--- config.mk ---
export PLATFORM = sky130hd
export DESIGN_NAME = univ_shift_register
export DESIGN_NICKNAME = d
export VERILOG_FILES = /design/src/rtl/shift_pkg.sv /design/src/rtl/shift_step.sv /design/src/rtl/univ_shift_register.sv
export SDC_FILE = /design/constraint.sdc
export NUM_CORES = 1
export LEC_CHECK = 0
export ABC_AREA = 1
export CAP_MARGIN = 20
export CELL_PAD_IN_SITES_DETAIL_PLACEMENT = 0
export CELL_PAD_IN_SITES_GLOBAL_PLACEMENT = 1
export CORE_MARGIN = 4
export CORE_UTILIZATION = 34
export DETAILED_ROUTE_END_ITERATION = 10
export MAX_ROUTING_LAYER = met4
export PLACE_DENSITY = 0.82
export SETUP_SLACK_MARGIN = 0.05
export SLEW_MARGIN = 10
export SYNTH_ARGS = -nofsm -noshare
export SYNTH_HDL_FRONTEND = slang
export SYNTH_HIERARCHICAL = 1
export SYNTH_SLANG_ARGS = --single-unit
export TNS_END_PERCENT = 30
--- constraint.sdc ---
create_clock -name clk -period 2.5 [get_ports clk]
set_input_delay 0.5 -clock clk [delete_from_list [all_inputs] [get_ports clk]]
set_output_delay 0.5 -clock clk [all_outputs]
set_load 0.1 [all_outputs]
--- src/rtl/shift_pkg.sv ---
// Shared encodings for the universal shift register:
// operation modes and burst controller states.
package shift_pkg;

  localparam logic [2:0] MODE_HOLD  = 3'b000;
  localparam logic [2:0] MODE_SHL   = 3'b001;
  localparam logic [2:0] MODE_SHRL  = 3'b010;
  localparam logic [2:0] MODE_SHRA  = 3'b011;
  localparam logic [2:0] MODE_ROL   = 3'b100;
  localparam logic [2:0] MODE_ROR   = 3'b101;
  localparam logic [2:0] MODE_LOAD  = 3'b110;
  localparam logic [2:0] MODE_HOLD2 = 3'b111;

  typedef enum logic {
    ST_IDLE  = 1'b0,
    ST_BURST = 1'b1
  } state_t;

endpackage

--- src/rtl/shift_step.sv ---
// One step of the register: next data value and the bit
// shifted/rotated out, for a given mode.
module shift_step
  import shift_pkg::*;
#(
  parameter int WIDTH = 6
) (
  input  logic [2:0]       i_mode,
  input  logic [WIDTH-1:0] i_d,
  input  logic [WIDTH-1:0] i_load,
  input  logic             i_sin,
  input  logic             i_so,
  output logic [WIDTH-1:0] o_d,
  output logic             o_so
);

  always_comb begin
    o_d  = i_d;
    o_so = i_so;
    unique case (i_mode)
      MODE_SHL: begin
        o_d  = {i_d[WIDTH-2:0], i_sin};
        o_so = i_d[WIDTH-1];
      end
      MODE_SHRL: begin
        o_d  = {i_sin, i_d[WIDTH-1:1]};
        o_so = i_d[0];
      end
      MODE_SHRA: begin
        o_d  = {i_d[WIDTH-1], i_d[WIDTH-1:1]};
        o_so = i_d[0];
      end
      MODE_ROL: begin
        o_d  = {i_d[WIDTH-2:0], i_d[WIDTH-1]};
        o_so = i_d[WIDTH-1];
      end
      MODE_ROR: begin
        o_d  = {i_d[0], i_d[WIDTH-1:1]};
        o_so = i_d[0];
      end
      MODE_LOAD: o_d = i_load;
      MODE_HOLD, MODE_HOLD2: begin
        o_d  = i_d;
        o_so = i_so;
      end
      default: begin
        o_d  = i_d;
        o_so = i_so;
      end
    endcase
  end

endmodule

--- src/rtl/univ_shift_register.sv ---
// Universal shift register with single-step operation and
// counted bursts in a latched mode.
module univ_shift_register
  import shift_pkg::*;
#(
  parameter int WIDTH = 6,
  parameter int CNT_W = $clog2(WIDTH+1)
) (
  input  logic             clk,
  input  logic             reset,
  input  logic             enable,
  input  logic [2:0]       mode,
  input  logic             serialIn,
  input  logic [WIDTH-1:0] dataIn,
  input  logic             start,
  input  logic [CNT_W-1:0] count,
  output logic [WIDTH-1:0] dataOut,
  output logic             serialOut,
  output logic             busy,
  output logic             done
);

  state_t           r_state, w_state_n;
  logic [2:0]       r_mode, w_mode_n;
  logic [CNT_W-1:0] r_rem, w_rem_n;
  logic [WIDTH-1:0] r_data, w_data_n;
  logic             r_so, w_so_n;
  logic             r_done, w_done_n;

  logic [2:0]       w_step_mode;
  logic [WIDTH-1:0] w_step_d;
  logic             w_step_so;
  logic [CNT_W-1:0] w_cnt_sat;

  assign w_step_mode = (r_state == ST_BURST) ? r_mode : mode;
  assign w_cnt_sat   = (count > CNT_W'(WIDTH)) ? CNT_W'(WIDTH)
                                               : count;

  shift_step #(.WIDTH(WIDTH)) u_step (
    .i_mode (w_step_mode),
    .i_d    (r_data),
    .i_load (dataIn),
    .i_sin  (serialIn),
    .i_so   (r_so),
    .o_d    (w_step_d),
    .o_so   (w_step_so)
  );

  always_comb begin
    w_state_n = r_state;
    w_mode_n  = r_mode;
    w_rem_n   = r_rem;
    w_data_n  = r_data;
    w_so_n    = r_so;
    w_done_n  = 1'b0;
    if (enable) begin
      unique case (r_state)
        ST_IDLE: begin
          if (start) begin
            w_mode_n = mode;
            w_rem_n  = w_cnt_sat;
            // a zero-length burst completes without ever going busy
            if (w_cnt_sat == '0) w_done_n = 1'b1;
            else                 w_state_n = ST_BURST;
          end else begin
            w_data_n = w_step_d;
            w_so_n   = w_step_so;
          end
        end
        ST_BURST: begin
          w_data_n = w_step_d;
          w_so_n   = w_step_so;
          w_rem_n  = r_rem - CNT_W'(1);
          if (r_rem == CNT_W'(1)) begin
            w_state_n = ST_IDLE;
            w_done_n  = 1'b1;
          end
        end
        default: w_state_n = ST_IDLE;
      endcase
    end
  end

  always_ff @(posedge clk or negedge reset) begin
    if (!reset) begin
      r_state <= ST_IDLE;
      r_mode  <= MODE_HOLD;
      r_rem   <= '0;
      r_data  <= '0;
      r_so    <= 1'b0;
      r_done  <= 1'b0;
    end else begin
      r_state <= w_state_n;
      r_mode  <= w_mode_n;
      r_rem   <= w_rem_n;
      r_data  <= w_data_n;
      r_so    <= w_so_n;
      r_done  <= w_done_n;
    end
  end

  assign dataOut   = r_data;
  assign serialOut = r_so;
  assign busy      = (r_state == ST_BURST);
  assign done      = r_done;

endmodule
==> key figures <==
Run status
  • Status: finished, final reports clean

Final layout
  • Area grow syn2layout: 25.6%
  • Area of the multi-input gates: roughly 600 um2
  • # diodes: 0
  • Fillers: 288
  • Final cell count without fillers: ~210
  • Register Area: 375 um2
  • # nets final: ~200
  • Share of layout cells above drive strength 1: between 15 and 20%

Timing
  • RSZ-0062 raised after global routing: false
  • Fin crit period: 1950 ps
  • Slew margin rel.: 56.7%
  • Tightest Pin Transition: approximately 650 ps
  • Final setup viols: 0
  • Final hold vios: 0
  • Max-slew violation count: 0
  • Fmax: 0.514 GHz
  • Clock skew: between 4 and 5 ps
  • Setup TNS: 0 ps
  • Fin crit share: 77.8%

Global route
  • Total grt overflow: 0
  • GR Util met1: about 16%
  • GR Layer Usage met2: approximately 22%
  • Grt peak-use layer: met2
  • Initial antenna violation count: 0
  • First-pass GRT wire length: approximately 4.2 mm
  • Vias in the first global route: slightly below 1,000
  • Total GRT Usage: 13.4%
  • Met3 Use GR: 3.55%
  • Largest net degree at the start of global routing: 19

Logic synthesis
  • Synth Register Bits: 15
  • Synth Area in Compound Gates: about 7.5%
  • Syn Inst Count: 155
  • Synth area leaders: dfrtp_1 36%, nand2_1 23%, nand3_1 6.6%, o21ai_1 4.7%, inv_1 4.3%
  • Largest family of logic cells by synthesized area: simple AND/OR/NAND/NOR gates
  • Post-synth EDFFs: 0
  • Synth cell count leaders: 66 x nand2_1, 15 x dfrtp_1, 14 x nand3_1, 12 x inv_1, 10 x o21ai_1
  • Synth top area share: 35.6%
  • Synth Flop Type: dfrtp_1
  • Cell variety after synth: 20
  • Synth warn: 6
  • XOR/XNOR share of the synthesized area: 0%
  • Synthesized cell area: 1050 um2
  • Post-synth top area cell: dfrtp_1
  • Avg Cell Area, Syn: a little under 7 um2
  • Mux contribution to synthesized area: 0%
  • Most frequent cell after synthesis: nand2_1
  • Adder-cell share of the synthesized area: approximately 2.4%
  • Ys async rst share: 100%
  • Synth Area in Simple Gates: around 45%
  • Syn_nets: 174
  • Sequential element share of the synthesized area: ~36%

Clocking
  • CTS tree: done
  • CTS Buffer Depth: 2
  • CTS Hold Bufs: 0
  • CTS clk-pin slew, worst paths: around 80 ps
  • CTS sink count: 15
  • Setup bufs post-CTS: 0
  • Post-CTS resize count: 0
  • Clock latency on the worst-skew pair: roughly 270 ps
  • Clock H-tree levels: 1
  • Cts bufs inserted: 3
  • Clock tree root driver cell: clkbuf_4

Setup path
  • CP endpoint kind: register
  • Critical Path Source Type: input port
  • Critical path type: input port to register
  • Req. time, crit path: between 2000 and 3000 ps
  • Worst path arrival time: 2120 ps
  • CP Max Fanout: 6
  • Worst Reg-to-Reg Cells: 11

Place
  • Final HPWL DP: between 1.5 and 2 mm
  • Final GP Congestion: approximately 0.81
  • Port Buf Inserts: 25
  • Dpl cells: 209

Floorplanning
  • Initial Utilization: a little under two fifths
  • IO Pins: 26
  • Core ar.: ~2900 um2
  • Die W: roughly 64 um
  • Row cnt: 19
  • Height of the die: 63.7 um
  • DIE AREA: 4060 um2

Routing
  • Vias after detailed routing: approximately 1,100
  • Drt via density: 4.96
  • Number of routed nets with antenna violations: 0
  • DRT iter0 DRCs: 72
  • Wire length per cell: around 12 um
  • Residual DRC: 0
  • DRT Wirelength: 2.47 mm
  • Initial DRT Pass Iterations: 4

Flow run
  • Max_cap viols: 0

Worst hold path
  • WHS Path Cells: 2
  • Hold Crit Class: register to register

Power
  • Pwr/cell area: roughly 1400 nW/um2
  • Leak Pwr: 0.678 nW
  • Worst vdd ir: ~0.48 mV
-- through the flow --
step | instance area, um2 | hold slack [ps] | power [mW] | worst slack (ps) | utilization, %
global placement | 1300 | 474 | 1.75 | 288 | 45.5
finish | 1330 | 498 | 1.89 | 554 | 46.4
floorplan | 1050 | 204 | 1.50 | 164 | -
detailed placement | 1300 | 479 | 1.76 | 255 | 45.5
global route | 1330 | 540 | 2.06 | 333 | 46.4
CTS | 1330 | 500 | 1.90 | 555 | 46.4
-- state kept, by name, summed over array words and instances (netlist names) --
signal and cells:
busy 1, dataOut 6, done 1, r_mode 3, r_rem 3, serialOut 1
-- worst max-delay path: stages --
cell and delay [ps]:
clkdlybuf4s50_1 450, inv_1 50, o21ai_1 370, inv_2 130, nand3_1 110, nand2_2 100, nand2_1 80, nand2_1 50
nor2_1 90, nor2_1 50, nand3_1 70, nand2_1 60
-- worst paths after layout --
path                       slack, ps          to      start
min reg2reg                      500   r_mode[0]  r_mode[0]
min                              500   r_mode[0]  r_mode[0]
max reg2reg                      580  dataOut[0]       busy
max in group asynchronous       1460    r_rem[0]      reset
min in group asynchronous        620        busy      reset
max                              550  dataOut[0]    mode[1]
-- logic make-up (layout without fill, tap and decap cells) --
logic type	Yosys count	in the layout
simple gates	104	104
buf+inv	19	46
compound gates	15	15
flops	15	15
fa+ha+maj	2	2
-- cell type report --
class	count	share of cell area, %
Inverter	15	4.44
Timing Repair Buffer	27	18.3
Sequential cell	15	28.3
Multi-Input combinational cell	121	44.0
Tap cell	31	2.93
Clock buffer	4	1.98
-- metal layers --
layer  share of wire, %  up-vias
met5                  0        -
met4               0.57        0
met3                3.8        2
met2                 49       15
met1                 46      485
li1                   -      554
-- cells in the final DEF, fill, tap and decap left out, drive strengths merged --
cell / instances
buf: 11
clkbuf: 4
clkdlybuf4s50: 16
dfrtp: 15
ha: 2
inv: 15
nand2: 71
nand3: 16
nand4: 7
nor2: 8
nor3: 2
o21ai: 15
-- report_power, final --
| group | internal [mW] | leakage [nW] | total, mW | switching, mW |
|---|---|---|---|---|
| clock | 0.0617 | 0.0150 | 0.130 | 0.0681 |
| sequential | 0.346 | 0.190 | 0.471 | 0.125 |
| combinational | 0.367 | 0.474 | 1.29 | 0.920 |
(Power assumes the default switching activity.)
